<file path="src/rtl/multiplier_taint_track_limb.sv">
// rtl/multiplier_taint_track_limb.sv - constant-time shift-add multiplier with per-limb taint tracking
module multiplier_taint_track_limb #(
    parameter int WIDTH = 64,
    parameter int LIMB  = 16
) (
    input  logic                      clk,
    input  logic                      rst,
    input  logic                      start,
    input  logic                      start_t,
    input  logic                      signed_mode,
    input  logic [WIDTH-1:0]          multiplicand,
    input  logic [WIDTH/LIMB-1:0]     multiplicand_t,
    input  logic [WIDTH-1:0]          multiplier,
    input  logic [WIDTH/LIMB-1:0]     multiplier_t,
    output logic                      ready,
    output logic                      ready_t,
    output logic [2*WIDTH-1:0]        product,
    output logic [2*(WIDTH/LIMB)-1:0] product_t,
    output logic                      productDone,
    output logic                      productDone_t
);

    localparam int NLIMB = WIDTH / LIMB;
    localparam int CW    = $clog2(WIDTH);

    generate
        if (WIDTH < 2 || (WIDTH % LIMB) != 0) begin : g_bad_params
            $error("multiplier_taint_track_limb: WIDTH must be >= 2 and a multiple of LIMB");
        end
    endgenerate

    typedef enum logic [2:0] {
        S_IDLE,
        S_LOAD,
        S_RUN,
        S_CORR,
        S_DONE
    } state_e;

    state_e                 state_q, state_d;
    logic [WIDTH-1:0]       a_q, a_d;
    logic [WIDTH-1:0]       b_q, b_d;
    logic [WIDTH-1:0]       mult_q, mult_d;
    logic                   mode_q, mode_d;
    logic [NLIMB-1:0]       a_t_q, a_t_d;
    logic [NLIMB-1:0]       b_t_q, b_t_d;
    logic                   ctl_t_q, ctl_t_d;
    logic [2*WIDTH-1:0]     sum_q, sum_d;
    logic [CW-1:0]          cnt_q, cnt_d;
    logic [2*WIDTH-1:0]     product_q, product_d;
    logic [2*NLIMB-1:0]     product_t_q, product_t_d;

    logic                   accept;
    logic [WIDTH-1:0]       addend;
    logic [WIDTH:0]         upper_sum;
    logic [2*WIDTH-1:0]     step_sum;
    logic [2*WIDTH-1:0]     corr_a;
    logic [2*WIDTH-1:0]     corr_b;
    logic [2*WIDTH-1:0]     corr_sum;
    logic [2*NLIMB-1:0]     limb_taint;
    logic                   any_t;

    assign ready         = (state_q == S_IDLE) || (state_q == S_DONE);
    assign accept        = ready && start;
    assign productDone   = (state_q == S_DONE);
    assign ready_t       = ctl_t_q;
    assign productDone_t = ctl_t_q;
    assign product       = product_q;
    assign product_t     = product_t_q;

    // One shift-add step: the addend is always muxed and always added so every RUN cycle does identical work.
    always_comb begin
        addend    = mult_q[0] ? a_q : '0;
        upper_sum = {1'b0, sum_q[2*WIDTH-1:WIDTH]} + {1'b0, addend};
        step_sum  = {upper_sum, sum_q[WIDTH-1:1]};
        corr_a    = a_q[WIDTH-1] ? {b_q, {WIDTH{1'b0}}} : '0;
        corr_b    = b_q[WIDTH-1] ? {a_q, {WIDTH{1'b0}}} : '0;
        corr_sum  = sum_q - corr_a - corr_b;
    end

    // Product limb k is tainted once any operand limb at or below k is tainted; a tainted start taints everything.
    always_comb begin
        any_t      = 1'b0;
        limb_taint = '0;
        for (int k = 0; k < NLIMB; k++) begin
            any_t         = any_t | a_t_q[k] | b_t_q[k];
            limb_taint[k] = any_t | ctl_t_q;
        end
        for (int k = NLIMB; k < 2 * NLIMB; k++) begin
            limb_taint[k] = any_t | ctl_t_q;
        end
    end

    // Next-state logic: the sequence depends only on start and the bit counter, never on operand data.
    always_comb begin
        state_d = state_q;
        case (state_q)
            S_IDLE:  if (start) state_d = S_LOAD;
            S_LOAD:  state_d = S_RUN;
            S_RUN:   if (cnt_q == CW'(WIDTH - 1)) state_d = S_CORR;
            S_CORR:  state_d = S_DONE;
            S_DONE:  state_d = start ? S_LOAD : S_IDLE;
            default: state_d = S_IDLE;
        endcase
    end

    // Datapath next-state: latch on accept, clear in LOAD, step in RUN, publish product and taint in CORR.
    always_comb begin
        a_d         = a_q;
        b_d         = b_q;
        mult_d      = mult_q;
        mode_d      = mode_q;
        a_t_d       = a_t_q;
        b_t_d       = b_t_q;
        ctl_t_d     = ctl_t_q;
        sum_d       = sum_q;
        cnt_d       = cnt_q;
        product_d   = product_q;
        product_t_d = product_t_q;
        if (accept) begin
            a_d     = multiplicand;
            b_d     = multiplier;
            mult_d  = multiplier;
            mode_d  = signed_mode;
            a_t_d   = multiplicand_t;
            b_t_d   = multiplier_t;
            ctl_t_d = start_t;
        end
        case (state_q)
            S_LOAD: begin
                sum_d = '0;
                cnt_d = '0;
            end
            S_RUN: begin
                sum_d  = step_sum;
                mult_d = mult_q >> 1;
                cnt_d  = cnt_q + CW'(1);
            end
            S_CORR: begin
                product_d   = mode_q ? corr_sum : sum_q;
                product_t_d = limb_taint;
            end
            default: ;
        endcase
    end

    // State register.
    always_ff @(posedge clk or negedge rst) begin
        if (!rst) begin
            state_q <= S_IDLE;
        end else begin
            state_q <= state_d;
        end
    end

    // Datapath and taint registers; reset clears every piece of held data and taint.
    always_ff @(posedge clk or negedge rst) begin
        if (!rst) begin
            a_q         <= '0;
            b_q         <= '0;
            mult_q      <= '0;
            mode_q      <= 1'b0;
            a_t_q       <= '0;
            b_t_q       <= '0;
            ctl_t_q     <= 1'b0;
            sum_q       <= '0;
            cnt_q       <= '0;
            product_q   <= '0;
            product_t_q <= '0;
        end else begin
            a_q         <= a_d;
            b_q         <= b_d;
            mult_q      <= mult_d;
            mode_q      <= mode_d;
            a_t_q       <= a_t_d;
            b_t_q       <= b_t_d;
            ctl_t_q     <= ctl_t_d;
            sum_q       <= sum_d;
            cnt_q       <= cnt_d;
            product_q   <= product_d;
            product_t_q <= product_t_d;
        end
    end

endmodule

</file>
<file path="config.mk">
export PLATFORM = sky130hd
export DESIGN_NAME = multiplier_taint_track_limb
export DESIGN_NICKNAME = d
export VERILOG_FILES = /design/src/rtl/multiplier_taint_track_limb.sv
export SDC_FILE = /design/constraint.sdc
export NUM_CORES = 1
export LEC_CHECK = 0
export CAP_MARGIN = 20
export CORE_MARGIN = 5
export CORE_UTILIZATION = 60
export CTS_BUF_LIST = sky130_fd_sc_hd__clkbuf_8
export CTS_CLUSTER_DIAMETER = 60
export DETAILED_ROUTE_END_ITERATION = 6
export GPL_ROUTABILITY_DRIVEN = 1
export PLACE_DENSITY_LB_ADDON = 0.25
export SYNTH_ARGS = -nofsm -noshare
export SYNTH_HDL_FRONTEND = slang
export SYNTH_SLANG_ARGS = --single-unit
</file>
<file path="constraint.sdc">
create_clock -name clk -period 5.6 [get_ports clk]
set_clock_uncertainty 0.15 [all_clocks]
set_input_delay 1.12 -clock clk [delete_from_list [all_inputs] [get_ports clk]]
set_output_delay 1.12 -clock clk [all_outputs]
set_load 0.01 [all_outputs]
</file>
# Yosys cells after proc, flatten, opt, wreduce, memory -nomap -nowiden
# Index checks and enable logic that the tools add are counted.
# word_totals
register_bits,471
output_inout_bits,140
wordCells,52
# op_classes
n_addsub,4
n_eq_ne,7
muxes,12
n_bitwise,11
n_reduce_logical,6
# ops
op,n
two-way mux 128 bit,3
one-hot mux 128 bit (2 select lines),1
subtractor 128 bit,2
two-way mux 64 bit,3
adder 64 x 64 -> 65 bit,1
one-hot mux 3 bit (5 select lines),1
one-hot mux 6 bit (2 select lines),1
OR 1 bit,11
adder 6 x 1 -> 6 bit (second input constant),1
equality test 3 x 2 -> 1 bit (second input constant),2
equality test 6 bit (second input constant),1
two-way mux 3 bit,2
inequality test 2 bit (second input constant),2
nonzero test 2 bit,2
equality test 3 x 1 -> 1 bit (second input constant),1
equality test 3 bit (second input constant),1
logical NOT 3 bit,1
AND reduction 2 bit,1
logical AND 1 bit,1
logical OR 1 bit,1
two-way mux 1 bit,1

# Longest topological paths before layout
# depth
depth_word,8
ltp_mapped,18
ltp_nobuf,15

# Least setup slack after synthesis
# Ideal clock, no wire load.
# synth_timing
kind,register to register
start,register a_q[63]
end,register product_q[121] (netlist: product[121])
arrival_time_ns,3.907
t_required_ns,5.328
slack_ns,1.421
stages_incl_launch_ff,18
synth_period_minus_slack_ns,4.179
cell_sequence,dfrtp_1 clkbuf_1 clkbuf_1 and2_1 fa_1 inv_1 ha_1 a21o_1 a31o_2 a31oi_4 o41ai_4 a211o_1 a21o_1 a221oi_2 o21ai_1 a221oi_1 mux2i_1 nand2_1
# synth_via
elab_chain_len,4
# synth_rtl
element,line_no,text
from (decl),41,"logic [WIDTH-1:0] a_q, a_d;"
from (signal assigned),159,a_q <= '0;
from (signal assigned),171,a_q <= a_d;
two-way mux 128 bit,76,"corr_a = a_q[WIDTH-1] ? {b_q, {WIDTH{1'b0}}} : '0;"
subtractor 128 bit (2 in series),78,corr_sum = sum_q - corr_a - corr_b;
two-way mux 128 bit,140,product_d = mode_q ? corr_sum : sum_q;
to (signal assigned),180,product_q <= product_d;
to (decl),50,"logic [2*WIDTH-1:0] product_q, product_d;"
# No other way between the ends.
# A chain may end at the register's enable or synchronous reset.

# Worst setup path after layout
# layout_timing
start,register a_q[63]
end,register product_q[126] (netlist: product[126])
# The elaborated chain is that of the path after synthesis.

==> impl_metrics.env <==
export IMPL_status="completed"
export IMPL_crit_fanout=12
export IMPL_yosysTopAreaCell="dfrtp_1"
export IMPL_fill_cells=3645
export IMPL_slew_violations=0
export IMPL_yosysTopAreaCellShare_pct=41.6
export IMPL_synthArstFlopShare_pct=100
export IMPL_grt_usage_pct=32.7
export IMPL_clk_pin_slew_worst_paths_ns=0.06
export IMPL_area_delta_synth_final_pct=16.8
export IMPL_finalPower_mw=24.1
export IMPL_switchingPower_mw=12.0
export IMPL_synth_ff_type="dfrtp_1"
export IMPL_dieArea_um2=51700
export IMPL_routed_wl_mm=84.7
export IMPL_cts_root_buf="clkbuf_8"
export IMPL_worst_pin_slew_ns=1.08
export IMPL_finalSetupViolations=0
export IMPL_ant_nets=0
export IMPL_grt_overflow=0
export IMPL_avgSynthCellArea_um2=8.61
export IMPL_final_area_um2=33100
export IMPL_crit_type="flop to flop"
export IMPL_synth_area_um2=28400
export IMPL_min_period_over_period_pct=85.6
export IMPL_hold_path_class="flop to flop"
export IMPL_cts_sinks=471
export IMPL_synth_distinct_cells=72
export IMPL_p_per_area_nw_per_um2=728
export IMPL_fin_crit_ns=4.79
export IMPL_clock_power_share_pct=13.3
export IMPL_fp_dieH_um=227
export IMPL_cts_setup_buffers=0
export IMPL_placedInstanceArea_um2=31500
export IMPL_irDropWorstVdd_mv=0.487
export IMPL_rsz0062_at_grt="false"
export IMPL_antenna_found_initial=1
export IMPL_seqPwrFrac_pct=22.9
export IMPL_ys_top_cells_by_count="900 x nand2_1, 471 x dfrtp_1, 213 x inv_1, 193 x and2_1, 179 x clkbuf_1"
export IMPL_start_kind="flop"
export IMPL_max_cap_violations=0
export IMPL_cts_resized=0
export IMPL_drc=0
export IMPL_first_pass_iters=5
export IMPL_power_share_switching_pct=49.8
export IMPL_dieWidth_um=227
export IMPL_cts_tree="built"
export IMPL_gp_routability_congestion=0.981
export IMPL_layout_drive_gt1_share_pct=5.22
export IMPL_viasPerCell=6.01
export IMPL_num_rows=79
export IMPL_vias=24900
export IMPL_port_buffers=280
export IMPL_fp_coreArea_um2=46700
export IMPL_synth_simple_area_share_pct=20.5
export IMPL_max_freq_ghz=0.209
export IMPL_syn_nets=3627
export IMPL_synth_mux_area_share_pct=1.28
export IMPL_synth_top_family_by_area="simple AND/OR/NAND/NOR gates"
export IMPL_synth_cells=3293
export IMPL_yosysMostFrequentCell="nand2_1"
export IMPL_grt_pass1_wl_mm=135
export IMPL_synth_enable_flop_cells=0
export IMPL_io_pins=281
export IMPL_initial_utilization_pct=60.8
export IMPL_leakage_nw=16.6
export IMPL_antenna_cells=0
export IMPL_cts_hold_buf=0
export IMPL_nets=3818
export IMPL_p_int_mw=12.1
export IMPL_synth_warnings=0
export IMPL_htreeDepth=3
export IMPL_relSlewSlack_pct=27.9
export IMPL_grt_pass1_vias=24800
export IMPL_synth_adder_area_share_pct=10.2
export IMPL_pwr_share_comb_pct=63.9
export IMPL_crit_required_ns=5.97
export IMPL_synth_compound_area_share_pct=17.4
export IMPL_cts_buffer_depth=3
export IMPL_synth_seq_area_share_pct=41.6
export IMPL_cts_buffers=80
export IMPL_clk_latency_ns=0.69
export IMPL_synth_xor_area_share_pct=3.58
export IMPL_timing_setup_tns_ns=0
export IMPL_avgRoutedWirePerCell_um=20.4
export IMPL_worstPathArrival_ns=5.17
export IMPL_hpwl_mm=60.9
export IMPL_hold_viol=0
export IMPL_end_kind="flop"
export IMPL_drt_initial_drc_count=2567
export IMPL_ys_top_cells_by_area="dfrtp_1 42%, nand2_1 12%, ha_1 5.7%, fa_1 4.5%, and2_1 4.3%"
export IMPL_ys_ff_latch=471
export IMPL_grt_max_degree=203
export IMPL_post_route_util_pct=71.0
-- through the flow --
step | hold slack [ns] | instances | setup WS [ns]
5_1_grt | 0.342 | 4152 | 0.524
6_report | 0.321 | 4152 | 0.808
3_3_place_gp | 0.300 | 4008 | 1.03
4_1_cts | 0.323 | 4152 | 0.886
3_5_place_dp | 0.309 | 4009 | 0.900
2_1_floorplan | 0.288 | 3293 | 1.42
-- power by group through the flow --
stage	combinational (mW)	sequential, mW	clock, mW
finish	15.4	5.52	3.20
global route	16.8	5.62	3.40
CTS	15.2	5.50	3.25
detailed placement	15.0	5.53	0
global placement	14.7	5.52	0
floorplan	10.8	5.16	0
-- routing by layer --
metal / wire, um / vias to the layer above / GRT usage [%]
li1: - / 11400 / -
met1: 35700 / 12200 / 45.1
met2: 38900 / 1111 / 51.9
met3: 6730 / 203 / 6.27
met4: 3350 / 2 / 12.6
met5: 13 / - / 0
-- cell usage in the layout, fill, tap and decap left out, types with 17 or more instances in the layout --
cell	n
a21o_1	100
a21oi_1	160
a22o_1	64
a22oi_1	66
a31oi_1	22
and2_1	191
and3_1	17
buf_4	19
clkbuf_8	101
clkdlybuf4s50_1	279
dfrtp_1	470
fa_1	64
ha_1	129
inv_1	229
mux2i_1	35
nand2_1	898
nand3_1	31
nand4_1	32
nor2_1	78
nor3_1	21
o21ai_0	146
o21bai_1	18
o22ai_1	58
xnor2_1	65
xor2_1	51
-- cell type report --
| cell class | instances | area, um^2 | area share (%) |
|---|---|---|---|
| clock buffers | 101 | 1390 | 4.20 |
| repair buffers | 305 | 3080 | 9.29 |
| well taps | 607 | 759 | 2.29 |
| flip-flops and latches | 471 | 11800 | 35.6 |
| clock inverters | 42 | 264 | 0.797 |
| inverters | 214 | 803 | 2.43 |
| multi-input cells | 2412 | 15000 | 45.4 |
-- critical path, cell delays in order, from the launching register on --
cell      delay [ns]
dfrtp_1         0.53
and2_1          0.23
fa_1            0.49
inv_1           0.04
ha_1            0.30
o21ai_1         0.37
a221oi_4        0.16
a221oi_1        0.47
o21ai_1         0.18
o21ai_1         0.42
o31ai_2         0.17
a41oi_1         0.37
a41oi_1         0.22
a21oi_1         0.23
xor2_1          0.19
o22ai_1         0.10
-- worst paths after layout --
check,start,endpoint,slack (ns),depth (start not counted)
setup reg to reg,a_q[63],product[126],0.81,15
hold reg to reg,b_q[56],b_q[56],0.32,2
hold / removal,b_q[56],b_q[56],0.32,2
max in group asynchronous,rst,sum_q[24],3.76,2
setup / recovery,a_q[63],product[126],0.81,15
min in group asynchronous,rst,b_q[5],0.36,1
-- sequential cells by signal, indices dropped and copies added, names as in the netlist --
signal	cells
cnt_q	6
productDone_t	1
b_q	64
a_q	64
mult_q	64
product_t	4
b_t_q	4
a_t_q	4
mode_q	1
sum_q	128
state_q	3
product	128
-- kinds of logic (layout without fill, tap and decap cells) --
| kind of cell | count (synthesis) | count (layout) |
|---|---|---|
| compound gates | 742 | 742 |
| buf+inv | 410 | 662 |
| flops | 471 | 471 |
| simple gates | 1325 | 1325 |
| fa+ha+maj | 193 | 193 |
| xor+xnor | 116 | 116 |
| mux | 36 | 36 |
Power figures use the tool's default switching activity.
